[config.mk]
export PLATFORM = sky130hd
export DESIGN_NAME = fir_frame_arbiter_flat
export DESIGN_NICKNAME = d
export VERILOG_FILES = /design/src/rtl/fir_frame_arbiter_if.sv /design/src/rtl/fir_frame_arbiter.sv /design/src/flat_wrapper.sv
export SDC_FILE = /design/constraint.sdc
export NUM_CORES = 1
export LEC_CHECK = 0
export CELL_PAD_IN_SITES_DETAIL_PLACEMENT = 0
export CELL_PAD_IN_SITES_GLOBAL_PLACEMENT = 2
export CORE_ASPECT_RATIO = 0.8
export CORE_UTILIZATION = 30
export DETAILED_ROUTE_END_ITERATION = 8
export PLACE_DENSITY = 0.77
export SLEW_MARGIN = 0
export SYNTH_ARGS = -nofsm -noshare
export SYNTH_HDL_FRONTEND = slang
export SYNTH_SLANG_ARGS = --single-unit
[constraint.sdc]
create_clock -name clk -period 3.2 [get_ports clk]
set_input_delay 0.96 -clock clk [delete_from_list [all_inputs] [get_ports clk]]
set_output_delay 0.96 -clock clk [all_outputs]
set_load 0.03 [all_outputs]
[src/rtl/fir_frame_arbiter_if.sv]
// Two-channel framed sample source bundle for fir_frame_arbiter.
// Each channel is a valid/ready stream with a last-of-frame marker.
interface fir_frame_arbiter_if #(
  parameter int DATA_WIDTH = 19
);
  logic [DATA_WIDTH-1:0] s0_data;
  logic                  s0_valid;
  logic                  s0_last;
  logic                  s0_ready;
  logic [DATA_WIDTH-1:0] s1_data;
  logic                  s1_valid;
  logic                  s1_last;
  logic                  s1_ready;

  modport master (
    output s0_data, s0_valid, s0_last,
    input  s0_ready,
    output s1_data, s1_valid, s1_last,
    input  s1_ready
  );

  modport slave (
    input  s0_data, s0_valid, s0_last,
    output s0_ready,
    input  s1_data, s1_valid, s1_last,
    output s1_ready
  );
endinterface

[src/rtl/fir_frame_arbiter.sv]
// Frame-granular round-robin arbiter sharing one FIR between two sources.
// Flushes TAPS-1 zeros after each frame and tags outputs by channel.
module fir_frame_arbiter #(
  parameter int DATA_WIDTH = 19,
  parameter int OUT_WIDTH  = 36,
  parameter int TAPS       = 17,
  parameter int PIPE_LAT   = 2,
  parameter int MAX_FRAME  = 256
) (
  input  logic                 clk,
  input  logic                 rst_n,
  fir_frame_arbiter_if.slave   src,
  output logic [DATA_WIDTH-1:0] flt_in,
  output logic                 flt_valid,
  input  logic [OUT_WIDTH-1:0] flt_out,
  input  logic                 flt_valid_out,
  output logic [OUT_WIDTH-1:0] m_data,
  output logic                 m_valid,
  output logic                 m_chan,
  output logic                 m_last,
  output logic                 busy,
  output logic                 err
);

  localparam int CW  = $clog2(MAX_FRAME) + 1;
  localparam int TW  = $clog2(MAX_FRAME + TAPS) + 1;
  localparam int FW  = $clog2(TAPS) + 1;
  localparam int TOW = $clog2(PIPE_LAT + TAPS) + 1;

  localparam logic [1:0] IDLE   = 2'd0;
  localparam logic [1:0] STREAM = 2'd1;
  localparam logic [1:0] FLUSH  = 2'd2;
  localparam logic [1:0] DRAIN  = 2'd3;

  logic [1:0]     state;
  logic           gchan;
  logic           ptr;
  logic [CW-1:0]  beat_cnt;
  logic [TW-1:0]  out_cnt;
  logic [FW-1:0]  flush_cnt;
  logic [TOW-1:0] drain_cnt;

  logic                  sel_valid;
  logic                  sel_last;
  logic [DATA_WIDTH-1:0] sel_data;
  logic                  accept;
  logic                  gnt;
  logic [TW-1:0]         target;
  logic                  fwd;
  logic                  done;
  logic                  drain_to;
  logic                  beat_max;

  assign sel_valid = gchan ? src.s1_valid : src.s0_valid;
  assign sel_last  = gchan ? src.s1_last  : src.s0_last;
  assign sel_data  = gchan ? src.s1_data  : src.s0_data;

  assign src.s0_ready = (state == STREAM) && !gchan;
  assign src.s1_ready = (state == STREAM) &&  gchan;

  assign accept = (state == STREAM) && sel_valid;
  assign busy   = (state != IDLE);

  // Pointer channel wins a tie; a lone requester always wins.
  assign gnt = (src.s0_valid && src.s1_valid) ? ptr : src.s1_valid;

  // Every frame yields its own beats plus one output per flush zero.
  assign target   = TW'(beat_cnt) + TW'(TAPS - 1);
  assign fwd      = flt_valid_out && busy && (out_cnt < target);
  assign done     = (out_cnt == target);
  assign drain_to = (drain_cnt == TOW'(PIPE_LAT + TAPS - 1));
  assign beat_max = (beat_cnt == CW'(MAX_FRAME - 1));

  always_ff @(posedge clk or negedge rst_n) begin
    if (!rst_n) begin
      state     <= IDLE;
      gchan     <= 1'b0;
      ptr       <= 1'b0;
      beat_cnt  <= '0;
      out_cnt   <= '0;
      flush_cnt <= '0;
      drain_cnt <= '0;
      flt_in    <= '0;
      flt_valid <= 1'b0;
      m_data    <= '0;
      m_valid   <= 1'b0;
      m_chan    <= 1'b0;
      m_last    <= 1'b0;
      err       <= 1'b0;
    end else begin
      err       <= 1'b0;
      flt_valid <= 1'b0;
      flt_in    <= '0;
      m_valid   <= fwd;
      m_last    <= fwd && ((out_cnt + TW'(1)) == target);
      if (fwd) begin
        m_data  <= flt_out;
        m_chan  <= gchan;
        out_cnt <= out_cnt + TW'(1);
      end
      case (state)
        IDLE: begin
          if (src.s0_valid || src.s1_valid) begin
            gchan    <= gnt;
            beat_cnt <= '0;
            out_cnt  <= '0;
            state    <= STREAM;
          end
        end
        STREAM: begin
          if (accept) begin
            flt_valid <= 1'b1;
            flt_in    <= sel_data;
            beat_cnt  <= beat_cnt + CW'(1);
            flush_cnt <= '0;
            if (sel_last) begin
              state <= FLUSH;
            end else if (beat_max) begin
              state <= FLUSH;
              err   <= 1'b1;
            end
          end
        end
        FLUSH: begin
          flt_valid <= 1'b1;
          if (flush_cnt == FW'(TAPS - 2)) begin
            state     <= DRAIN;
            drain_cnt <= '0;
          end else begin
            flush_cnt <= flush_cnt + FW'(1);
          end
        end
        DRAIN: begin
          if (done) begin
            state <= IDLE;
            ptr   <= ~gchan;
          end else if (drain_to) begin
            state <= IDLE;
            ptr   <= ~gchan;
            err   <= 1'b1;
          end else begin
            drain_cnt <= drain_cnt + TOW'(1);
          end
        end
        default: state <= IDLE;
      endcase
    end
  end

endmodule
[src/flat_wrapper.sv]
// flat-port wrapper written by rule: the top's interface ports become plain ports
module fir_frame_arbiter_flat 
#(
  parameter int DATA_WIDTH = 19,
  parameter int OUT_WIDTH  = 36,
  parameter int TAPS       = 17,
  parameter int PIPE_LAT   = 2,
  parameter int MAX_FRAME  = 256
)
  (clk, rst_n, flt_in, flt_valid, flt_out, flt_valid_out, m_data, m_valid, m_chan, m_last, busy, err, src_s0_data, src_s0_valid, src_s0_last, src_s0_ready, src_s1_data, src_s1_valid, src_s1_last, src_s1_ready);
  fir_frame_arbiter_if #(.DATA_WIDTH(DATA_WIDTH)) src_i ();
  input  logic clk;
  input  logic rst_n;
  output logic [DATA_WIDTH-1:0] flt_in;
  output logic flt_valid;
  input  logic [OUT_WIDTH-1:0] flt_out;
  input  logic flt_valid_out;
  output logic [OUT_WIDTH-1:0] m_data;
  output logic m_valid;
  output logic m_chan;
  output logic m_last;
  output logic busy;
  output logic err;
  input wire logic [$bits(src_i.s0_data)-1:0] src_s0_data;
  input wire logic [$bits(src_i.s0_valid)-1:0] src_s0_valid;
  input wire logic [$bits(src_i.s0_last)-1:0] src_s0_last;
  output wire logic [$bits(src_i.s0_ready)-1:0] src_s0_ready;
  input wire logic [$bits(src_i.s1_data)-1:0] src_s1_data;
  input wire logic [$bits(src_i.s1_valid)-1:0] src_s1_valid;
  input wire logic [$bits(src_i.s1_last)-1:0] src_s1_last;
  output wire logic [$bits(src_i.s1_ready)-1:0] src_s1_ready;
  assign src_i.s0_data = src_s0_data;
  assign src_i.s0_valid = src_s0_valid;
  assign src_i.s0_last = src_s0_last;
  assign src_s0_ready = src_i.s0_ready;
  assign src_i.s1_data = src_s1_data;
  assign src_i.s1_valid = src_s1_valid;
  assign src_i.s1_last = src_s1_last;
  assign src_s1_ready = src_i.s1_ready;
  fir_frame_arbiter #(.DATA_WIDTH(DATA_WIDTH), .OUT_WIDTH(OUT_WIDTH), .TAPS(TAPS), .PIPE_LAT(PIPE_LAT), .MAX_FRAME(MAX_FRAME)) u_core (.clk(clk), .rst_n(rst_n), .src(src_i), .flt_in(flt_in), .flt_valid(flt_valid), .flt_out(flt_out), .flt_valid_out(flt_valid_out), .m_data(m_data), .m_valid(m_valid), .m_chan(m_chan), .m_last(m_last), .busy(busy), .err(err));
endmodule
# [After elaboration in Yosys (flattened, before gate mapping)]
# Cells that the tools add are included.
[totals] ff_bits=95 out_inout_bits=63
[classes] n_addsub=5 order_cmp=1 n_eq_ne=16 muxes=37 bitwise=1 reduce_logical=21
[op_table] op="19-bit two-way mux" count=3
[op_table] op="10-bit two-way mux" count=3
[op_table] op="6-bit two-way mux" count=5
[op_table] op="6-bit case mux with 2 select lines" count=2
[op_table] op="10-bit equality test" count=2
[op_table] op="9-bit two-way mux" count=2
[op_table] op="9-bit case mux with 2 select lines" count=1
[op_table] op="2-bit two-way mux" count=7
[op_table] op="6-bit by 1-bit adder with 6-bit output, second input constant" count=2
[op_table] op="1-bit two-way mux" count=11
[op_table] op="10-bit by 1-bit adder with 10-bit output, second input constant" count=1
[op_table] op="9-bit by 5-bit adder with 10-bit output, second input constant" count=1
[op_table] op="10-bit < comparator" count=1
[op_table] op="2-bit nonzero test" count=5
[op_table] op="9-bit by 1-bit adder with 9-bit output, second input constant" count=1
[op_table] op="9-bit by 8-bit equality test with 1-bit output, second input constant" count=1
[op_table] op="2-bit case mux with 4 select lines" count=1
[op_table] op="1-bit logical AND" count=7
[op_table] op="6-bit by 4-bit equality test with 1-bit output, second input constant" count=1
[op_table] op="6-bit by 5-bit equality test with 1-bit output, second input constant" count=1
[op_table] op="2-bit by 1-bit != test with 1-bit output, second input constant" count=3
[op_table] op="2-bit != test, second input constant" count=3
[op_table] op="3-bit by 1-bit != test with 1-bit output, second input constant" count=2
[op_table] op="3-bit AND reduction" count=2
[op_table] op="other kinds (10)" count=13

# [Longest topological paths before layout]
# Gate-level depths: netlist (run 1).
[logic_depth] word_depth=6 ltp_mapped=11 depth_no_buf=9

# [Worst setup path after synthesis (run 1)]
# No wires, ideal clock.
[synth_path] path_type="register to register" startpoint="reg u_core.beat_cnt[4]" endpoint="reg u_core.m_data[16]" setup_ps=128 arrival_ps=2719 path_slack_ps=354 stages_incl_launch_ff=12 path_buffers=2 synth_period_minus_slack_ps=2846 cell_sequence="dfrtp_1 -> ha_1 -> nand3_1 -> xnor2_1 -> ha_1 -> and4_1 -> nand2_1 -> o211ai_2 -> nor3_1 -> buf_2 -> buf_4 -> mux2_1"
[synth_via] elab_chain_len=3
[synth_lines] element="start, declared" line_no="fir_frame_arbiter.sv:38" source="logic [CW-1:0] beat_cnt;"
[synth_lines] element="start signal, assigned" line_no="fir_frame_arbiter.sv:114" source="beat_cnt <= beat_cnt + CW'(1);"
[synth_lines] element="9-bit by 5-bit adder with 10-bit output" line_no="fir_frame_arbiter.sv:68" source="assign target = TW'(beat_cnt) + TW'(TAPS - 1);"
[synth_lines] element="10-bit < comparator" line_no="fir_frame_arbiter.sv:69" source="assign fwd = flt_valid_out && busy && (out_cnt < target);"
[synth_lines] element="1-bit logical AND" line_no="fir_frame_arbiter.sv:69"
[synth_lines] element="end signal, assigned" line_no="fir_frame_arbiter.sv:97" source="m_data <= flt_out;"
[synth_lines] element="end, declared" line_no="fir_frame_arbiter.sv:17" source="output logic [OUT_WIDTH-1:0] m_data,"
# Every way passes these cells.
# A chain may end at the register's enable or synchronous reset.

# [Final worst setup path (run 1)]
[layout_path] startpoint="reg u_core.state[1]" endpoint="out src_s1_ready"
[layout_via] elab_chain_len=2
[layout_lines] element="start, declared" line_no="fir_frame_arbiter.sv:35" source="logic [1:0] state;"
[layout_lines] element="start signal, assigned" line_no="fir_frame_arbiter.sv:76" source="state <= IDLE;"
[layout_lines] element="start signal, assigned" line_no="fir_frame_arbiter.sv:107" source="state <= STREAM;"
[layout_lines] element="start signal, assigned" line_no="fir_frame_arbiter.sv:117" source="state <= FLUSH;"
[layout_lines] element="2-bit by 1-bit equality test with 1-bit output" line_no="fir_frame_arbiter.sv:59" source="assign src.s1_ready = (state == STREAM) && gchan;"
[layout_lines] element="1-bit logical AND" line_no="fir_frame_arbiter.sv:59"
[layout_lines] element="end, declared" line_no="flat_wrapper.sv:31" source="output wire logic [$bits(src_i.s1_ready)-1:0] src_s1_ready;"
# Every way passes these cells.

==> results of run 1 <==
area by class of cell:
class / instances / area (um2) / area share
Inverter: 21 / 78.83 / 0.01147
Tap cell: 215 / 269.0 / 0.03915
Multi-Input combinational cell: 307 / 2328 / 0.3389
Clock buffer: 9 / 225.2 / 0.03277
Timing Repair Buffer: 153 / 1529 / 0.2225
Clock inverter: 7 / 63.81 / 0.009286
Sequential cell: 95 / 2377 / 0.3460
synthesized netlist by cell type (7+ instances only):
master / n
nor2_1: 42
nand2_1: 21
inv_1: 20
mux2i_1: 31
ha_1: 21
xnor2_1: 15
o21ai_0: 10
a21oi_1: 15
nand3_1: 12
mux2_2: 28
nand4_1: 12
nand2b_1: 7
clkbuf_1: 8
o31ai_1: 7
mux2_1: 10
dfrtp_1: 95
xor2_1: 7
cell families after synthesis:
logic type | synth area share
multiplexers | 0.1523
AO/OA/AOI/OAI | 0.08209
flip-flops | 0.4904
AND/OR/NAND/NOR | 0.1409
adder cells (fa/ha/maj) | 0.05421
XOR/XNOR | 0.04930
buffers and inverters | 0.03072
power by group through the flow:
| stage | combinational [mW] | clock [mW] | sequential, mW |
|---|---|---|---|
| floorplan | 1.10 | 0 | 2.34 |
| global placement | 2.65 | 0 | 1.82 |
| detailed placement | 2.69 | 0 | 1.84 |
| CTS | 2.70 | 1.11 | 1.82 |
| global route | 2.88 | 1.15 | 1.87 |
| finish | 2.68 | 1.06 | 1.81 |
worst max-delay path by stage:
| stage | depth (start not counted) | slack [ns] | from | endpoint |
|---|---|---|---|---|
| detailed placement | 10 | 0.24 | u_core.beat_cnt[4]$_DFFE_PN0P_ | u_core.m_data[31]$_DFFE_PN0N_ |
| floorplan | 11 | 0.35 | u_core.beat_cnt[4]$_DFFE_PN0P_ | u_core.m_data[16]$_DFFE_PN0N_ |
| finish | 4 | 0.19 | u_core.state[1]$_DFFE_PN0P_ | src_s1_ready |
| CTS | 5 | 0.06 | u_core.state[1]$_DFFE_PN0P_ | src_s0_ready |
| global route | 10 | 0.02 | u_core.beat_cnt[4]$_DFFE_PN0P_ | u_core.m_data[15]$_DFFE_PN0N_ |
| global placement | 10 | 0.35 | u_core.beat_cnt[4]$_DFFE_PN0P_ | u_core.m_data[30]$_DFFE_PN0N_ |
flip-flops by register name, indices dropped and copies added, names as in the netlist, 2 cells and up:
register,cells
u_core.m_data,36
u_core.drain_cnt,6
u_core.flush_cnt,6
u_core.flt_in,19
u_core.beat_cnt,9
u_core.state,2
u_core.out_cnt,10
critical path: cells and delay by family (launching register included):
family,cells,cell delay (ns)
buffers and inverters,2,0.77
DFF,1,0.42
adders and majority gates,1,0.30
and+or+nand+nor,1,0.20
metrics by stage:
stage,area [um2],total power [mW],util
6_report,6872,5.550,0.4349
4_1_cts,6869,5.627,0.4347
5_1_grt,6872,5.904,0.4349
2_1_floorplan,4847,3.443,-
3_3_place_gp,6580,4.475,0.4165
3_5_place_dp,6580,4.529,0.4165
cell usage in the layout, fill, tap and decap left out, drive strengths merged, types with 2 or more instances in the layout:
cell           count
clkdlybuf4s50    142
dfrtp             95
nor2              42
mux2              38
mux2i             31
inv               24
nand2             22
ha                21
xnor2             15
a21oi             15
o21ai             14
nand3             12
nand4             12
buf               11
clkbuf             9
nand2b             7
o31ai              7
xor2               7
nor4               6
nor3               6
and3               5
or4                5
o21a               4
or3                4
and2               4
and4               3
a21o               3
o22ai              3
o2bb2ai            2
o221ai             2
clkinv             2
clkinvlp           2
a21boi             2
layer usage:
layer,track usage,up-vias
met5,0,-
met4,0.03617,0
met3,0.05372,17
met2,0.2306,112
met1,0.2064,1860
li1,-,1858
==> results, run 1 <==
- The sequential cell fraction of total power is 0.327.
- The run finished with clean final reports.
- The worst path needs between 3 and 4 ns of the cycle, external delays included.
- The CTS clock-pin slew for the worst setup and hold paths is about 0.07 ns.
- The tree is rooted in a clkbuf_16.
- The fraction of power consumed by combinational cells is 0.482.
- No sink is reached through more buffers than the 2 on the longest clock path.
- For the pin with the worst max-slew slack, the measured transition is roughly 0.8 ns.
- The post-layout net count is slightly below 700.
- By area the synthesized netlist is led by dfrtp_1, mux2_2, mux2i_1.
- Across all register-to-register paths, the minimum setup slack is roughly 0.24 ns.
- The area fraction of the dominant cell type after synthesis is 0.4904.
- The mean cell area of the mapped netlist is about 11 um2.
- The detail route stage leaves a number of antenna-violating nets equal to 0.
- After detailed routing, the number of vias per cell comes to 4.767.
- TritonCTS built the clock tree.
- Yosys printed 0 warnings.
- The sequential share of the synthesized area is 0.4904.
- STA classifies the critical path startpoint as a register.
- Setup repair after global routing left no endpoint under its margin.
- The setup TNS is 0 ns.
- The critical path start-end classification is register to output pin.
- The total via count after detailed routing is 3,847.
- STA classifies the critical path endpoint as an output pin.
- The weighted congestion reported at the end of routability-driven placement is slightly above 0.8.
- The switching power is 2.251 mW.
- The internal power consumption is about 3.3 mW.
- The number of endpoints with negative hold slack in the final report is 0.
- The slowest stage cell on the critical path is clkdlybuf4s50_1.
- The cell total after placement is 791.
- The net count of the mapped netlist is 541.
- The fraction of the cycle the final worst path needs is 0.9409.
- The power density over the cells is between 800 and 900 nW/um2.
- The final count of pins violating max slew is 0.
- In this run the worst path has a maximum fanout of 12.
- After detailed routing, the number of remaining DRC violations is 0.
- Of all flip-flops after synthesis, the portion carrying an async set or reset was 1.000.
- The final-report setup violation count is 0.
- The worst hold slack is 0.4861 ns.
- The most common flop cell mapped by yosys is dfrtp_1.
- The synthesized netlist occupies a cell area of 4847 um2.
- The sum of overflow across all layers after global routing is 0.
- The number of optimization iterations in the first detailed-route pass is 4.
- The post-cts sizing count is 0.
- The repair_antennas step left the layout with diodes totalling 0.
- Hold repair after CTS inserted 0 buffers.
- Traced cell by cell, the critical path runs through inv_1 -> ha_2 -> and2_1 -> clkdlybuf4s50_1.
- For this run, the slowest stage of the critical path takes 0.68 ns.
- The total CTS buffers is 9.
- The post-detailed-routing wire length is 12.34 mm.
- Setup slack on the critical path of the routed design comes to around 0.19 ns.
- The number of placed I/O pins is ~140.
- The max-cap check violation count is 0.
- The initial antenna violation count is 0.
- The reg-to-reg critical path endpoint is u_core.m_data[15]$_DFFE_PN0N_.
- The via count of the first global-routing pass is approximately 3,700.
- The fill cell instance count of the final layout is roughly 1,500.
- The largest net degree at the start of global routing is 48.
- Row generation in the floorplan step produced 41 rows.
- Static timing analysis puts the maximum clock frequency at about 330 MHz.
- After detailed routing, the met2 layer carries 5.424 mm of wire.
- The analysis attributes to cell leakage a power of around 3 nW.
- The later pin in the worst-skew pair is clocked with a latency of 0.35 ns.
- Detailed placement ended at an HPWL of 9.229 mm.
- The die is ~120 um tall.
- Summed over all nets, wire length on met3 after detailed routing comes to about 940 um.
- The sum of routed wire segments on met1 is ~5.8 mm.
- For this run, the number of standard cells in the final layout without fillers is ~800.
- The worst register-to-register path begins at u_core.beat_cnt[4]$_DFFE_PN0P_.
- The effective utilization at floorplan is 0.3068.
- The maximum ir drop on the vdd rail is roughly 320 uV.
- The synthesis-to-finish area growth is 41.77%.
- Across every metal layer, demand over resource in global routing totals 0.1520.
- Of the total power, the share spent switching nets is 0.4056.
- The total core area is ~16,000 um2.
- The count of different cell masters after synthesis is 55.
- The path depth of the worst reg2reg path is 10.
- For the worst setup path, the data arrival time is 2.05 ns.
- The critical path data required time is between 2 and 2.5 ns.
- Dividing the detail-routed wire length by the instance count gives between 15 and 20 um.
- The H-tree was split into 3 levels.
- Once the clock tree was built, the setup fixing pass inserted 0 buffers.
- The first global-routing pass estimated 19.31 mm of wire.
- The clock sink count is 95.
- The path class of the tightest hold or removal check is input port to asynchronous set/reset pin.
- The share of final-layout standard cells stronger than drive strength 1 is 0.1132.
- The quantity of I/O buffers inserted on ports is about 140.
- The largest total area in the synthesized netlist belongs to dfrtp_1.
- The full die area is about 17,000 um2.
- Between clock sinks in the finished design, the worst skew comes to around 0.012 ns.
- The number of enable flip-flop cells after synthesis is 0.
- The synthesized design contains between 90 and 100 register bits.
- Signal routing reaches up to met4.
- The worst slew margin relative to its limit is 0.4753.
- In this run, the number of DRC markers left after iteration 0 of detailed routing was ~180.
- Of the total power, the clock network draws 0.191.
- In the synthesized netlist, the number of instances is 439.
- Before CTS, the worst setup slack after placement is between 0.2 and 0.25 ns.
- The floorplan step set the die width to 144.1 um.
Power figures use the tool's default switching activity.
==> inputs of run 2 (changes only) <==
--- a/config.mk
+++ b/config.mk
@@ -9,7 +9,9 @@
 export CELL_PAD_IN_SITES_GLOBAL_PLACEMENT = 2
 export CORE_ASPECT_RATIO = 0.8
 export CORE_UTILIZATION = 30
+export CTS_CLUSTER_DIAMETER = 150
 export DETAILED_ROUTE_END_ITERATION = 8
+export GPL_ROUTABILITY_DRIVEN = 0
 export PLACE_DENSITY = 0.77
 export SLEW_MARGIN = 0
 export SYNTH_ARGS = -nofsm -noshare
==> results of run 2 <==
Same layout as run 1: the final DEF is identical, and so are final timing and power.
==> inputs of run 3 (changes only) <==
--- a/config.mk
+++ b/config.mk
@@ -8,6 +8,7 @@
 export CELL_PAD_IN_SITES_DETAIL_PLACEMENT = 0
 export CELL_PAD_IN_SITES_GLOBAL_PLACEMENT = 2
 export CORE_ASPECT_RATIO = 0.8
+export CORE_MARGIN = 2
 export CORE_UTILIZATION = 30
 export CTS_CLUSTER_DIAMETER = 150
 export DETAILED_ROUTE_END_ITERATION = 8
==> run 3 against run 2 <==
  * Critical path depth unchanged
  * Wire length down 0.96%
  * Clock skew down 0.0033 ns
  * Combinational power about the same
  * Largest cell class unchanged
  * Die area up 3.1%
  * Cell count down 0.25%
  * Sequential power about the same
  * Utilization about the same
  * Fmax up 0.34%
==> results, run 3 (synthesis gave the netlist of run 1 again) <==
- The number of nets still failing antenna checks after routing is 0 (unchanged).
- The worst hold slack was 0.4846 ns (-0.001586 ns).
- The post-cts sizing count came to 0 (unchanged).
- The ratio of routed vias to standard cells was 4.686 (-1.7%).
- The number of buffers inserted by post-CTS setup repair was 0 (unchanged).
- The area taken by multi-input logic gates is 2336 um2 (+0.32%).
- The kind of launch point of the worst setup path is a register.
- The largest net degree at the start of global routing is 49 (+2.1%).
- The die height is 117.7 um (+1.7%).
- The detailed-placement wirelength estimate is 9.283 mm (+0.59%).
- The number of antenna diodes was 0 (unchanged).
- The maximum level of the CTS H-tree is 3 (unchanged).
- In the final layout, the registers with the most flip-flops are u_core.m_data x36, u_core.flt_in x19, u_core.out_cnt x10.
- The clock latency on the worst-skew pair is 0.35 ns (about the same).
- The total CTS buffers was 9 (unchanged).
- The global-route usage over all layers was 0.1489 (-0.003068).
- The setup TNS is 0 ns (unchanged).
- Setup repair after global routing left no endpoint under its margin.
- The final standard cell utilization of the core is 0.4351 (about the same).
- The minimum period implied by the final worst setup slack is 3.001 ns (-0.01008 ns).
- The number of optimization iterations in the first detailed-route pass is 4 (unchanged).
- The final-report setup violation count is 0 (unchanged).
- The root buffer cell chosen for the clock tree is clkbuf_16.
- The post-detailed-routing wire length is 12.22 mm (-0.96%).
- The count of unresolved DRC violations after routing is 0 (unchanged).
- The clock sink count was 95 (unchanged).
- The detail-routed net length per standard cell came to 15.18 um (-0.72%).
- The wire length of the first global-routing pass was 20.36 mm (+5.4%).
- The number of placed I/O pins is 144 (unchanged).
- The leakage power summed over all cells is 2.957 nW (-0.21%).
- The flip-flop count of the largest register, all copies and words added is 36 (unchanged).
- By startpoint and endpoint, the worst setup path is classified as register to output pin.
- The largest fanout on the critical path is 12 (unchanged).
- The power density over the cells is 807.5 nW/um2 (about the same).
- u_core.m_data holds more flip-flops than any other register.
- The quantity of I/O buffers inserted on ports is 143 (unchanged).
- The top achievable clock speed is 333.2 MHz (+0.34%).
- The sum of overflow across all layers after global routing was 0 (unchanged).
- The arrival time at the worst endpoint came to 2.04 ns (about the same).
- The maximum ir drop on the vdd rail is 385.0 uV (+21%).
- The max-cap check violation count came to 0 (unchanged).
- The final count of pins violating max slew is 0 (unchanged).
- The clock skew after layout came to 0.008371 ns (-0.003257 ns).
- The total core area came to 15,800 um2 (unchanged).
- The total of hold buffers inserted after clock tree synthesis was 0 (unchanged).
- The tightest min-delay check is of the register to register type.
- The effective utilization at floorplan is 0.3068 (unchanged).
- The share of final-layout standard cells stronger than drive strength 1 is 0.1102 (-0.003006).
- The horizontal die dimension is 146.1 um (+1.4%).
- The most common cell after layout, fill and taps aside is clkdlybuf4s50_1.
- The area taken by flip-flops and latches is 2377 um2 (unchanged).
- The top cell types in the final layout, fill and taps aside, are clkdlybuf4s50_1, dfrtp_1, nor2_1.
- The first-iteration detailed-routing DRC count was 212 (+16%).
- The full die area is 17,200 um2 (+3.1%).
- The nature of the critical path endpoint is an output pin.
- The CTS clock-pin slew for the worst setup and hold paths is 0.07 ns (about the same).
- The run finished with clean final reports.
- The via count of the first global-routing pass is 3,849 (+4.2%).
- TritonCTS built the clock tree.
- The worst slew margin relative to its limit is 0.4801 (+0.004871).
- The fill cell instance count of the final layout is 1,518 (-1.5%).
- The critical path data required time came to 2.24 ns (about the same).
- The slew at the pin closest to its max-slew limit is 0.7727 ns (-0.007241 ns).
- The total via count after detailed routing was 3,772 (-1.9%).
- The fraction of the cycle the final worst path needs is 0.9378 (-0.003151).
- The post-layout net count is 687 (-0.29%).
- The number of placement rows is 41 (unchanged).
- The synthesis-to-finish area growth is 41.82% (about the same).
- The initial antenna violation count is 0 (unchanged).
- The number of endpoints with negative hold slack in the final report came to 0 (unchanged).
- The clock tree buffer depth was 2 (unchanged).
==> run 3: cell types whose count changed in the layout (fill, tap and decap cells not counted), sizes merged <==
cell	previous run	this run
inv	24	22
bufinv	0	1
clkinvlp	2	3
clkinv	2	1
clkbuf	9	10
buf	11	9
==> run 3: area by class of cell <==
cell class | instances | area share
Tap cell | 215 | 0.03913
Inverter | 21 | 0.01147
Sequential cell | 95 | 0.3458
Clock inverter | 6 | 0.01019
Multi-Input combinational cell | 307 | 0.3398
Clock buffer | 10 | 0.03331
Timing Repair Buffer | 151 | 0.2202
==> run 3: layer usage <==
metal	up-vias	global-route usage	wire, um
met5	-	0	0
met4	0	0.04066	169
met3	14	0.05853	980
met2	127	0.2320	5582
met1	1766	0.1932	5486
li1	1865	-	-
==> run 3: path summary, 6_finish.rpt <==
kind / from / end / slack (ns) / cells past startpoint
hold / removal: u_core.m_data[16]$_DFFE_PN0N_ / u_core.m_data[16]$_DFFE_PN0N_ / 0.48 / 1
hold reg to reg: u_core.m_data[16]$_DFFE_PN0N_ / u_core.m_data[16]$_DFFE_PN0N_ / 0.48 / 1
setup reg to reg: u_core.beat_cnt[4]$_DFFE_PN0P_ / u_core.m_data[4]$_DFFE_PN0N_ / 0.24 / 10
setup / recovery: u_core.state[1]$_DFFE_PN0P_ / src_s1_ready / 0.20 / 4
max in group asynchronous: rst_n / u_core.m_data[9]$_DFFE_PN0N_ / 2.02 / 2
min in group asynchronous: rst_n / u_core.out_cnt[2]$_DFF_PN0_ / 0.56 / 1
==> run 3: stage by stage <==
stage / instances / power (mW) / instance area [um2] / worst slack, ns
finish: 805 / 5.551 / 6874 / 0.1991
global route: 805 / 5.923 / 6874 / 0.04068
CTS: 805 / 5.634 / 6864 / 0.04062
detailed placement: 789 / 4.510 / 6565 / 0.2387
global placement: 789 / 4.471 / 6565 / 0.3403
floorplan: 439 / 3.443 / 4847 / 0.3537
==> run 3: power by group <==
| group | switching [mW] | internal [mW] |
|---|---|---|
| clock network | 0.481 | 0.610 |
| registers | 0.239 | 1.57 |
| logic | 1.47 | 1.18 |
==> run 3: worst max-delay path, cell delays in order (launching register included) <==
cell             delay (ns)
dfrtp_1                0.41
inv_1                  0.09
ha_2                   0.31
and2_1                 0.20
clkdlybuf4s50_1        0.68
